[config.mk]
export PLATFORM = sky130hd
export DESIGN_NAME = lc4_dx_stage
export DESIGN_NICKNAME = d
export VERILOG_FILES = /design/src/rtl/lc4_dx_pkg.sv /design/src/rtl/lc4_bypass_mux.sv /design/src/rtl/lc4_nbit_reg.sv /design/src/rtl/lc4_dx_stage.sv
export SDC_FILE = /design/constraint.sdc
export NUM_CORES = 1
export LEC_CHECK = 0
export ABC_AREA = 1
export CORE_AREA = 2 2 84 126
export CTS_BUF_LIST = sky130_fd_sc_hd__clkbuf_16
export DETAILED_ROUTE_END_ITERATION = 7
export DIE_AREA = 0 0 86 128
export PLACE_DENSITY = 0.82
export SLEW_MARGIN = 5
export SYNTH_ARGS = -nofsm -noshare
export SYNTH_HDL_FRONTEND = slang
export SYNTH_SLANG_ARGS = --single-unit
[constraint.sdc]
create_clock -name clk -period 4.9 [get_ports clk]
set_clock_uncertainty 0.05 [all_clocks]
set_input_delay 0.735 -clock clk [delete_from_list [all_inputs] [get_ports clk]]
set_output_delay 0.735 -clock clk [all_outputs]
set_load 0.03 [all_outputs]
[src/rtl/lc4_dx_pkg.sv]
// Shared LC4 definitions: opcodes, D/X stall codes and the X-stage control bundle.
// Imported by the decoder, the ALU and the D/X pipeline register.
package lc4_dx_pkg;

  typedef enum logic [3:0] {
    OP_BR      = 4'b0000,
    OP_ARITH   = 4'b0001,
    OP_CMP     = 4'b0010,
    OP_JSR     = 4'b0100,
    OP_LOGIC   = 4'b0101,
    OP_LDR     = 4'b0110,
    OP_STR     = 4'b0111,
    OP_RTI     = 4'b1000,
    OP_CONST   = 4'b1001,
    OP_SHIFT   = 4'b1010,
    OP_JMP     = 4'b1100,
    OP_HICONST = 4'b1101,
    OP_TRAP    = 4'b1111
  } lc4_opcode_e;

  localparam logic [1:0]  STALL_NONE     = 2'd0;
  localparam logic [1:0]  STALL_FLUSH    = 2'd2;
  localparam logic [1:0]  STALL_LOAD_USE = 2'd3;
  localparam logic [15:0] NOP_INSN       = 16'h0000;

  typedef struct packed {
    logic we;
    logic nzp_we;
    logic is_load;
    logic is_store;
    logic is_branch;
    logic is_control;
    logic valid;
  } x_ctrl_t;

  function automatic lc4_opcode_e lc4_opcode(input logic [15:0] insn);
    return lc4_opcode_e'(insn[15:12]);
  endfunction

endpackage

[src/rtl/lc4_bypass_mux.sv]
// Operand bypass for the X stage, zero latency: MX beats WX beats the registered value.
// Producers without both valid and we never forward; no backpressure.
module lc4_bypass_mux (
  input  logic [2:0]  rsel,
  input  logic [15:0] rdata,
  input  logic [2:0]  m_wsel,
  input  logic        m_we,
  input  logic        m_valid,
  input  logic [15:0] m_result,
  input  logic [2:0]  w_wsel,
  input  logic        w_we,
  input  logic        w_valid,
  input  logic [15:0] w_result,
  output logic [15:0] op_dat
);

  logic m_hit;
  logic w_hit;

  always_comb begin
    m_hit = m_valid & m_we & (m_wsel == rsel);
    w_hit = w_valid & w_we & (w_wsel == rsel);
    if (m_hit) begin
      op_dat = m_result;
    end else if (w_hit) begin
      op_dat = w_result;
    end else begin
      op_dat = rdata;
    end
  end

endmodule

[src/rtl/lc4_nbit_reg.sv]
// N-bit pipeline register cell, one-cycle latency; writes only when gwe and we are both high.
// Asynchronous active-high reset to RST_VAL.
module lc4_nbit_reg #(
  parameter int            N       = 16,
  parameter logic [N-1:0]  RST_VAL = '0
) (
  input  logic         clk,
  input  logic         rst,
  input  logic         gwe,
  input  logic         we,
  input  logic [N-1:0] d,
  output logic [N-1:0] q
);

  always_ff @(posedge clk or posedge rst) begin
    if (rst) begin
      q <= RST_VAL;
    end else if (gwe && we) begin
      q <= d;
    end
  end

endmodule

[src/rtl/lc4_dx_stage.sv]
// LC4 D->X pipeline register with MX/WX bypass, one-cycle latency, bypass adds none.
// Load-use raises o_stall (D holds, X gets a bubble); flush overrides it; gwe=0 freezes all state.
module lc4_dx_stage
  import lc4_dx_pkg::*;
(
  input  logic        clk,
  input  logic        rst,
  input  logic        gwe,
  input  logic [15:0] d_pc,
  input  logic [15:0] d_insn,
  input  logic [2:0]  d_r1sel,
  input  logic [2:0]  d_r2sel,
  input  logic [2:0]  d_wsel,
  input  logic        d_r1re,
  input  logic        d_r2re,
  input  logic        d_we,
  input  logic        d_nzp_we,
  input  logic        d_is_load,
  input  logic        d_is_store,
  input  logic        d_is_branch,
  input  logic        d_is_control,
  input  logic [15:0] d_r1data,
  input  logic [15:0] d_r2data,
  input  logic        d_valid,
  input  logic        flush,
  input  logic [2:0]  m_wsel,
  input  logic        m_we,
  input  logic        m_valid,
  input  logic [15:0] m_result,
  input  logic [2:0]  w_wsel,
  input  logic        w_we,
  input  logic        w_valid,
  input  logic [15:0] w_result,
  output logic        o_stall,
  output logic [15:0] x_pc,
  output logic [15:0] x_insn,
  output logic [15:0] x_r1data,
  output logic [15:0] x_r2data,
  output logic [2:0]  x_wsel,
  output logic [2:0]  x_r2sel,
  output logic        x_we,
  output logic        x_nzp_we,
  output logic        x_is_load,
  output logic        x_is_store,
  output logic        x_is_branch,
  output logic        x_is_control,
  output logic        x_valid,
  output logic [1:0]  x_stall_code
);

  logic [15:0] pc_d, pc_q;
  logic [15:0] insn_d, insn_q;
  logic [15:0] r1data_d, r1data_q;
  logic [15:0] r2data_d, r2data_q;
  logic [2:0]  r1sel_d, r1sel_q;
  logic [2:0]  r2sel_d, r2sel_q;
  logic [2:0]  wsel_d, wsel_q;
  x_ctrl_t     ctrl_d, ctrl_q;
  logic [1:0]  stall_code_d, stall_code_q;
  logic        load_use;

  // A store's data operand (r2) is consumed in M, where WM bypass covers it.
  always_comb begin
    load_use = ctrl_q.valid & ctrl_q.is_load & d_valid &
               ((d_r1re & (d_r1sel == wsel_q)) |
                (d_r2re & (d_r2sel == wsel_q) & ~d_is_store));
    o_stall  = load_use & ~flush;
  end

  // Bubbles still capture pc/selects/data so X never holds stale values.
  always_comb begin
    pc_d         = d_pc;
    r1sel_d      = d_r1sel;
    r2sel_d      = d_r2sel;
    wsel_d       = d_wsel;
    r1data_d     = d_r1data;
    r2data_d     = d_r2data;
    insn_d       = d_insn;
    ctrl_d       = '{we: d_we, nzp_we: d_nzp_we, is_load: d_is_load, is_store: d_is_store,
                     is_branch: d_is_branch, is_control: d_is_control, valid: d_valid};
    stall_code_d = STALL_NONE;
    if (flush) begin
      insn_d       = NOP_INSN;
      ctrl_d       = '0;
      stall_code_d = STALL_FLUSH;
    end else if (load_use) begin
      insn_d       = NOP_INSN;
      ctrl_d       = '0;
      stall_code_d = STALL_LOAD_USE;
    end
  end

  lc4_nbit_reg #(.N(16)) u_pc_reg (
    .clk(clk), .rst(rst), .gwe(gwe), .we(1'b1), .d(pc_d), .q(pc_q)
  );

  lc4_nbit_reg #(.N(16)) u_insn_reg (
    .clk(clk), .rst(rst), .gwe(gwe), .we(1'b1), .d(insn_d), .q(insn_q)
  );

  lc4_nbit_reg #(.N(16)) u_r1data_reg (
    .clk(clk), .rst(rst), .gwe(gwe), .we(1'b1), .d(r1data_d), .q(r1data_q)
  );

  lc4_nbit_reg #(.N(16)) u_r2data_reg (
    .clk(clk), .rst(rst), .gwe(gwe), .we(1'b1), .d(r2data_d), .q(r2data_q)
  );

  lc4_nbit_reg #(.N(3)) u_r1sel_reg (
    .clk(clk), .rst(rst), .gwe(gwe), .we(1'b1), .d(r1sel_d), .q(r1sel_q)
  );

  lc4_nbit_reg #(.N(3)) u_r2sel_reg (
    .clk(clk), .rst(rst), .gwe(gwe), .we(1'b1), .d(r2sel_d), .q(r2sel_q)
  );

  lc4_nbit_reg #(.N(3)) u_wsel_reg (
    .clk(clk), .rst(rst), .gwe(gwe), .we(1'b1), .d(wsel_d), .q(wsel_q)
  );

  lc4_nbit_reg #(.N($bits(x_ctrl_t))) u_ctrl_reg (
    .clk(clk), .rst(rst), .gwe(gwe), .we(1'b1), .d(ctrl_d), .q(ctrl_q)
  );

  // Reset leaves X looking like a flush bubble.
  lc4_nbit_reg #(.N(2), .RST_VAL(STALL_FLUSH)) u_stall_code_reg (
    .clk(clk), .rst(rst), .gwe(gwe), .we(1'b1), .d(stall_code_d), .q(stall_code_q)
  );

  lc4_bypass_mux u_byp_r1 (
    .rsel(r1sel_q), .rdata(r1data_q),
    .m_wsel(m_wsel), .m_we(m_we), .m_valid(m_valid), .m_result(m_result),
    .w_wsel(w_wsel), .w_we(w_we), .w_valid(w_valid), .w_result(w_result),
    .op_dat(x_r1data)
  );

  lc4_bypass_mux u_byp_r2 (
    .rsel(r2sel_q), .rdata(r2data_q),
    .m_wsel(m_wsel), .m_we(m_we), .m_valid(m_valid), .m_result(m_result),
    .w_wsel(w_wsel), .w_we(w_we), .w_valid(w_valid), .w_result(w_result),
    .op_dat(x_r2data)
  );

  always_comb begin
    x_pc         = pc_q;
    x_insn       = insn_q;
    x_wsel       = wsel_q;
    x_r2sel      = r2sel_q;
    x_we         = ctrl_q.we;
    x_nzp_we     = ctrl_q.nzp_we;
    x_is_load    = ctrl_q.is_load;
    x_is_store   = ctrl_q.is_store;
    x_is_branch  = ctrl_q.is_branch;
    x_is_control = ctrl_q.is_control;
    x_valid      = ctrl_q.valid;
    x_stall_code = stall_code_q;
  end

endmodule

==> metrics.txt, run 1 <==
actual slew at the worst max-slew pin=987 ps; Post-synth EDFFs=0; clock-pin transition on the worst setup and hold timing paths=60 ps; routed len/inst=14.9 um; antenna-violating nets left=0; Tmin final=3990 ps; Post-synth top flop=dfrtp_1; crit path max fanout=32; total congestion overflow=0; outcome=finished, final reports clean; via count=4,517; share of power burned in registers=37.3%; Final Power=2.06 mW; largest net degree at the start of global routing=80; post-layout util=66.7%; cts hold-fix bufs=0; commonest cells after routing, fill and taps aside=nand2_1, clkdlybuf4s50_1, dfrtp_1; Lkg Pwr=3.25 nW; first-pass GRT wire length=21.7 mm; cell mode on critical path=nand2_1; CP max stage cell=clkdlybuf4s50_1; Mapped Nets=722; Critical Path Sink Type=output pin; Vias/cell=4.97; chip height=128 um; uppermost layer routed=met4; peak supply drop=0.210 mV; Clock Sinks=82; input/output buffers=207; Mapped Cells=594; root buffer cell=clkbuf_16; post-synthesis async set-or-reset flop share=100%; DP HPWL=10.3 mm; Finish-stage setup viols=0; GP Congestion=0.866; fmax=0.250 GHz; CTS tree=built; final non-filler cell total=908; Num CTS Buffers=9; synthesis-stage register bit count=82; max-slew violations=0; DIE AREA=0.0110 mm2; slowest cell delay on critical path=730 ps; combinational share of power=28.5%; DRT Pass-1 Iters=4; WS Path Type=in -> out; Synth cell types=27; total power density per cell area=310 mW/mm2; core box area=0.00997 mm2; vias in the first global route=4,623; row count=45; I/O pin count=208; Tcrit/Tclk final=81.5%; share of cells above drive strength 1=4.43%; post-CTS setup buffers=0; DRC viols=0; Pint=1.44 mW; setup_tns=0 ps; sequential element share of the synthesized area=48.2%; metal2 WL=7.14 mm; Worst setup SP type=input port; Syn Area/Cell=7.17 um2; clock power share=34.1%; Max Cap Viol=0; die width=86 um; Worst-Skew Late Latency=330 ps; Max clock buf depth=2; total track usage=25.0%; commonest non-fill, non-tap cell in the layout=nand2_1; antenna violations before repair=2; RSZ-0062 raised after global routing=false; Area growth syn-to-layout=56.1%; CTS H-tree depth=3; DRT Wirelength=13.5 mm; Final Hold Vio Count=0; fill count=857; switching power=0.625 mW; crit-path cells=clkdlybuf4s50_1 -> inv_1 -> nand2_1 -> nand2_1 -> nor2_1 -> nand2_2 -> nand2_1 -> o21ai_0 -> o21ai_0 -> clkdlybuf4s50_1; mapped cell area=0.00426 mm2; 1st-iter DRT viols=165; Initial Utilization=42.7%; wire length on met3=1.14 mm; post-cts gate resize count=0; Worst Path Arrival=3210 ps; Sw Ratio=30.3%; Nets=913; placed cell count=891; Slew headroom=34.2%; routed length on met1=4.91 mm; HP Class=reg -> reg; Req. time, crit path=4120 ps; Warnings, synthesis=0
-- per-layer routing --
layer / vias up / global-route usage, %
met1: 2075 / 26.4
met4: 0 / 10.2
met3: 29 / 7.60
met5: - / 0
li1: 2225 / -
met2: 188 / 45.4
-- path summary, 6_finish.rpt --
check	slack [ps]	start	cells past startpoint	to
max in group asynchronous	3050	rst	3	u_r1data_reg.q[1]
worst max register to register	3100	u_wsel_reg.q[1]	8	u_insn_reg.q[5]
worst max-delay path	910	w_wsel[1]	10	x_r2data[15]
worst min register to register	420	u_pc_reg.q[1]	2	u_pc_reg.q[1]
worst min-delay path	420	u_pc_reg.q[1]	2	u_pc_reg.q[1]
min in group asynchronous	870	rst	2	u_pc_reg.q[11]
-- critical path, delay by kind of cell --
family          cells  cell delay [ps]
buf+inv             3             1330
simple gates        5              690
compound gates      2              440
-- area by class of cell --
type	instances	area, um2	share of cell area, %
diodes	1	2.50	0.0376
clock buffers	9	225	3.39
clock inverters	7	86.3	1.30
inverters	40	151	2.28
multi-input cells	442	1890	28.5
flip-flops and latches	82	2050	30.9
well taps	117	146	2.20
repair buffers	210	2090	31.5
-- kinds of logic after synthesis --
logic type	Yosys count	synth area share, %
buffers and inverters	70	7.55
muxes	5	1.17
xor gates and xnor gates	3	0.617
AOI/OAI and AO/OA	85	10.1
and+or+nand+nor	349	32.4
DFF	82	48.2
-- Yosys cell counts, types with 3 or more instances --
library cell  count  area share, %
xor2_1            3           0.62
inv_2             5           0.44
nand2_1         306             27
clkbuf_1         14            1.2
o21ai_0          64            7.5
o21ai_1           9            1.1
buf_2             5           0.59
dfrtp_1          81             48
buf_4             3           0.53
inv_1            35            3.1
nand2_2           5           0.73
mux2i_1           5            1.2
nand3_1          17            2.0
a21oi_1           9            1.1
nor2_1           16            1.4
-- registers in the layout (all words and copies together), names as in the netlist --
register,count
u_r2data_reg.q,16
u_stall_code_reg.q,2
u_wsel_reg.q,3
u_r1sel_reg.q,3
u_r1data_reg.q,16
u_r2sel_reg.q,3
u_insn_reg.q,16
u_pc_reg.q,16
u_ctrl_reg.q,7
-- power groups by stage --
stage | registers (mW) | clock network, mW | logic [mW]
global placement | 0.779 | 0 | 0.581
detailed placement | 0.781 | 0 | 0.590
CTS | 0.770 | 0.718 | 0.593
global route | 0.777 | 0.742 | 0.638
floorplan | 0.841 | 0 | 0.240
finish | 0.771 | 0.705 | 0.589
-- metrics by stage --
step | instance area, um2 | hold slack, ps | setup slack [ps]
4_1_cts | 6650 | 425 | 908
6_report | 6650 | 423 | 908
3_5_place_dp | 6330 | 411 | 914
5_1_grt | 6650 | 445 | 741
2_1_floorplan | 4260 | 392 | 2010
3_3_place_gp | 6330 | 404 | 945
Note: power is estimated with default switching activity, not from simulation.
==> inputs of run 2 (changes only) <==
- CORE_AREA: 2 2 84 126 -> 2 2 87 130
- DIE_AREA: 0 0 86 128 -> 0 0 89 132
- PLACE_DENSITY: 0.82 -> 0.78
- clock period: 4.9 -> 4.2 ns (I/O delays scaled with it)
==> run 2 against run 1 <==
Final cell count rose by 2.9%. Count of clock-buffer cells in the layout did not move. First-iteration DRC count increased by 13%. Critical endpoint is now x_r2data[0].
==> metrics.txt, run 2 (same netlist as run 1, synthesis figures left out) <==
chip height=132 um; Tcrit/Tclk final=89.8%; DRC viols=0; Clock Sinks=82; commonest non-fill, non-tap cell in the layout=nand2_1; core box area=0.0106 mm2; row count=46; clock-pin transition on the worst setup and hold timing paths=60 ps; Req. time, crit path=3520 ps; max-slew violations=0; Final Power=2.42 mW; Max Cap Viol=0; share of power burned in registers=37.2%; final non-filler cell total=934; placed cell count=918; actual slew at the worst max-slew pin=972 ps; total track usage=23.5%; via count=4,486; post-cts gate resize count=0; Area growth syn-to-layout=56.9%; ant diodes=0; Num CTS Buffers=9; Lkg Pwr=3.25 nW; combinational share of power=28.4%; 1st-iter DRT viols=187; antenna-violating nets left=0; Final Hold Vio Count=0; I/O pin count=208; Sw Ratio=30.5%; RSZ-0062 raised after global routing=false; peak supply drop=0.240 mV; fill count=963; WS Path Type=in -> out; total congestion overflow=0; post-CTS setup buffers=0; crit path max fanout=32; setup_tns=0 ps; Vias/cell=4.80; switching power=0.739 mW; post-layout util=63.1%; Worst setup SP type=input port; Slew headroom=35.2%; Critical Path Sink Type=output pin; CTS H-tree depth=3; Tmin final=3770 ps; share of cells above drive strength 1=4.56%; Pint=1.68 mW; Worst-Skew Late Latency=340 ps; die width=89 um; HP Class=reg -> reg; Worst Path Arrival=3090 ps; Initial Utilization=40.2%; DRT Pass-1 Iters=4; DP HPWL=10.4 mm; root buffer cell=clkbuf_16; largest net degree at the start of global routing=69; antenna violations before repair=0; first-pass GRT wire length=21.4 mm; Nets=913; input/output buffers=207; CTS tree=built; total power density per cell area=362 mW/mm2; outcome=finished, final reports clean; Finish-stage setup viols=0; cts hold-fix bufs=0; routed len/inst=14.7 um; commonest cells after routing, fill and taps aside=nand2_1, clkdlybuf4s50_1, dfrtp_1; DRT Wirelength=13.7 mm; fmax=0.265 GHz; DIE AREA=0.0117 mm2; GP Congestion=0.873; Max clock buf depth=2; vias in the first global route=4,532; clock power share=34.4%
-- run 2: worst max-delay path: stages --
cell             delay [ps]
clkdlybuf4s50_1         540
inv_1                    90
nand2_1                  60
nand2_1                  50
nor2_1                  110
nand2_2                 320
o21ai_0                 520
o21ai_0                 150
clkdlybuf4s50_1         620
-- run 2: per-stage QoR --
stage               worst slack [ps]  instance area [um2]  hold slack [ps]
global placement                 505                 6370              405
CTS                              420                 6690              420
finish                           427                 6690              418
global route                     253                 6690              446
detailed placement               426                 6370              407
floorplan                       1410                 4260              392
-- run 2: area by class of cell --
class / instances / area [um2] / area share (%)
Timing Repair Buffer: 210 / 2090 / 31.3
Clock inverter: 7 / 91.3 / 1.37
Tap cell: 144 / 180 / 2.70
Inverter: 40 / 151 / 2.26
Clock buffer: 9 / 225 / 3.37
Sequential cell: 82 / 2050 / 30.7
Multi-Input combinational cell: 442 / 1890 / 28.3
-- run 2: final timing paths --
path	start	endpoint	slack [ps]	cells past startpoint
max	w_wsel[1]	x_r2data[0]	430	9
min	u_stall_code_reg.q[1]	u_stall_code_reg.q[1]	420	2
max reg2reg	u_wsel_reg.q[1]	u_insn_reg.q[8]	2430	8
min reg2reg	u_stall_code_reg.q[1]	u_stall_code_reg.q[1]	420	2
max in group asynchronous	rst	u_stall_code_reg.q[1]	2400	3
min in group asynchronous	rst	u_pc_reg.q[4]	740	2
-- run 2: power by group through the flow --
stage / Clock [mW] / Combinational [mW] / Sequential (mW)
2_1_floorplan: 0 / 0.280 / 0.981
4_1_cts: 0.852 / 0.694 / 0.901
5_1_grt: 0.891 / 0.744 / 0.908
3_3_place_gp: 0 / 0.682 / 0.911
3_5_place_dp: 0 / 0.691 / 0.913
6_report: 0.833 / 0.688 / 0.901
-- run 2: metal layers --
layer / vias to the layer above / wire (um) / global-route usage, %
met2: 208 / 7040 / 42.0
met5: - / 0 / 0
met1: 2022 / 4930 / 24.4
li1: 2223 / - / -
met4: 0 / 438 / 10.2
met3: 33 / 1290 / 7.58
==> inputs of run 3 (changes only) <==
- CORE_AREA: 2 2 87 130 -> 2 2 90 126
- DIE_AREA: 0 0 89 132 -> 0 0 92 128
- PLACE_DENSITY: 0.78 -> 0.77
==> run 3 against run 2 <==
Flip-flop and latch count unchanged. Worst setup slack improved by 210 ps. Utilization decreased by 0.63 points. Power decreased by 0.58%. Cell area unchanged. Routed wire length decreased by 2.5%. Clock power decreased by 1%. Maximum frequency increased by 5.8%. Hold slack improved by 3.7 ps. Sequential power about the same. Largest cell class unchanged.
==> metrics.txt, run 3 (same netlist as run 1, synthesis figures left out) <==
RSZ-0062 raised after global routing=false; fmax=0.280 GHz; Worst Path Arrival=2890 ps; peak supply drop=0.202 mV; Nets=913; Max clock buf depth=2; HP Class=reg -> reg; Final Hold Vio Count=0; post-cts gate resize count=0; Final Cell Area=0.00669 mm2; CTS H-tree depth=3; crit path max fanout=32; WS Path Type=in -> out; Tmin final=3570 ps; share of cells above drive strength 1=4.56%; DRC viols=0; total congestion overflow=0; CTS tree=built; die width=92 um; total track usage=23.1%; I/O pin count=208; DP HPWL=10.3 mm; largest net degree at the start of global routing=67; Initial Utilization=39.8%; Req. time, crit path=3520 ps; routed length on met1=4.98 mm; Worst-Skew Late Latency=330 ps; Clock Sinks=82; Vias/cell=4.82; cts hold-fix bufs=0; DRT Pass-1 Iters=4; Final WS setup=634 ps; via count=4,492; Critical Path Sink Type=output pin; core box area=0.0107 mm2; DIE AREA=0.0118 mm2; DP Worst Slack=647 ps; Post-Place Cell Area=0.00636 mm2; vias in the first global route=4,563; total power density per cell area=360 mW/mm2; commonest non-fill, non-tap cell in the layout=nand2_1; wire length on met3=1.26 mm; ant diodes=0; actual slew at the worst max-slew pin=925 ps; antenna-violating nets left=0; max-slew violations=0; input/output buffers=207; Max Cap Viol=0; antenna violations before repair=0; post-layout util=62.5%; clock-pin transition on the worst setup and hold timing paths=60 ps; first-pass GRT wire length=21.8 mm; Slew headroom=38.3%; metal2 WL=6.75 mm; DRT Wirelength=13.4 mm; chip height=128 um; root buffer cell=clkbuf_16; final non-filler cell total=931; row count=45; commonest cells after routing, fill and taps aside=nand2_1, clkdlybuf4s50_1, dfrtp_1; Worst setup SP type=input port; fill count=955; Finish-stage setup viols=0; GP Congestion=0.921; routed len/inst=14.3 um; Lkg Pwr=3.24 nW; uppermost layer routed=met4; setup_tns=0 ps; placed cell count=915; outcome=finished, final reports clean; 1st-iter DRT viols=176; Num CTS Buffers=9; Tcrit/Tclk final=84.9%; Area growth syn-to-layout=56.9%; post-CTS setup buffers=0
## run 3: cell types whose count changed in the layout (fill, tap and decap cells not counted), sizes merged
cell,before,now
clkinvlp,0,3
clkinv,5,2
## run 3: critical path: stages
cell	delay, ps
clkdlybuf4s50_1	470
inv_1	100
nand2_1	80
a21oi_1	160
nand2_2	310
nand2_1	140
o21ai_0	130
o21ai_0	170
clkdlybuf4s50_1	690
## run 3: worst paths after layout
path / startpoint / to / slack [ps] / cells after the start
setup / recovery: w_wsel[0] / x_r2data[15] / 630 / 9
hold / removal: u_stall_code_reg.q[1] / u_stall_code_reg.q[1] / 420 / 2
setup reg to reg: u_wsel_reg.q[1] / u_insn_reg.q[3] / 2330 / 8
hold reg to reg: u_stall_code_reg.q[1] / u_stall_code_reg.q[1] / 420 / 2
max in group asynchronous: rst / u_stall_code_reg.q[1] / 2440 / 3
min in group asynchronous: rst / u_pc_reg.q[2] / 750 / 2
## run 3: through the flow
step	power, mW	hold WS [ps]
6_report	2.41	421
5_1_grt	2.52	437
4_1_cts	2.43	423
3_5_place_dp	1.60	408
3_3_place_gp	1.58	405
2_1_floorplan	1.26	392
## run 3: cell type report
class / count / area [um2] / area share, %
multi-input cells: 442 / 1890 / 28.3
repair buffers: 210 / 2090 / 31.3
flip-flops and latches: 82 / 2050 / 30.7
clock inverters: 7 / 95.1 / 1.42
inverters: 40 / 151 / 2.26
well taps: 141 / 176 / 2.64
clock buffers: 9 / 225 / 3.37
## run 3: power breakdown
| group | total, mW | switching, mW | internal, mW |
|---|---|---|---|
| Clock | 0.824 | 0.305 | 0.519 |
| Combinational | 0.684 | 0.379 | 0.304 |
| Sequential | 0.900 | 0.0413 | 0.859 |
## run 3: routing by layer
layer	vias up	track usage, %
met2	197	41.3
met5	-	0
met4	0	9.92
met1	2046	25.6
li1	2219	-
met3	30	6.70
==> RTL edit: new RTL, settings of run 2 <==
Make the reset (`rst`) synchronous in one clocked block. Comments in the files are not updated.
--- a/src/rtl/lc4_nbit_reg.sv
+++ b/src/rtl/lc4_nbit_reg.sv
@@ -14,3 +14,3 @@
 
-  always_ff @(posedge clk or posedge rst) begin
+  always_ff @(posedge clk) begin
     if (rst) begin
Function: differs if rst is asserted again (counterexample within 4 cycles, from zero or initial values and one cycle with rst high); with rst held inactive, the same outputs for 10 cycles.
==> RTL edit against run 2 <==
Non-clock buffer count grew 2; sequential cell count unchanged; power down 12%; maximum frequency increased by 3.9%; final cell count down 4.8%; area after synthesis decreased by 8.8%; wire length is 3.5% lower; setup slack better by 0.14 ns; final area is 6.2% lower; register-to-register slack lost 0.09 ns.
==> RTL edit: results <==
{
  "status": "completed",
  "seq_area_frac_synth_pct": 42.3,
  "grt_start_max_net_pins": 71,
  "track_usage_pct": 21.9,
  "syn-mean-instance-area_um2": 7.06,
  "max_stage_delay_ns": 0.71,
  "grt_pass1_wl_um": 20300,
  "cp_max_fo": 17,
  "arrival_ns": 2.95,
  "startpoint": "w_wsel[2]",
  "post_dp_cell_area_um2": 6010,
  "worstRegToRegCells": 11,
  "dp_slack_ns": 0.552,
  "drtIter0Drc": 243,
  "async_reset_ff_share_pct": 0,
  "crit_end": "x_r2data[8]",
  "synth_commonest_cells": "nor2_1, nand2_1, dfxtp_1",
  "layout-drive-gt1-share_pct": 4.30,
  "syn-num-nets": 678,
  "synth_area_leaders": "dfxtp_1, nor2_1, nand2_1",
  "multi_input_cells": 399,
  "vdd_drop_max_v": 0.000205,
  "nets": 868,
  "clock_area_share_pct": 4.17,
  "synthFlopType": "dfxtp_1",
  "nNonClkInverters": 36,
  "fillers": 1053,
  "vias": 4262,
  "r2r-start": "u_wsel_reg.q[1]$_SDFFE_PP0P_",
  "whs_endpoint": "u_r1data_reg.q[3]$_SDFFE_PP0P_"
}
-- RTL edit: kinds of logic (layout without fill, tap and decap cells) --
group	Yosys count	after routing	share of synthesized area (%)
flip-flops	82	82	42.3
buffers and inverters	69	263	7.57
XOR/XNOR	8	8	1.80
multiplexers	22	22	5.67
AO/OA/AOI/OAI	105	105	14.4
AND/OR/NAND/NOR	264	264	28.3
other	0	1	0
-- RTL edit: power breakdown --
group | switching [mW] | total, mW | internal (mW)
clock | 0.307 | 0.700 | 0.392
sequential | 0.0267 | 0.855 | 0.828
combinational | 0.296 | 0.565 | 0.269
-- RTL edit: through the flow --
stage	hold slack [ns]	util (%)
global route	0.437	59.2
floorplan	0.384	-
CTS	0.409	59.2
detailed placement	0.400	56.7
global placement	0.394	56.7
finish	0.410	59.2
-- RTL edit: metal layers --
layer  track usage [%]  vias up  wire (um)
met5                 0        -          0
met4              9.70        0        539
met3              5.89       30        787
met2              40.1      152       7080
met1              22.5     1923       4820
li1                  -     2157          -
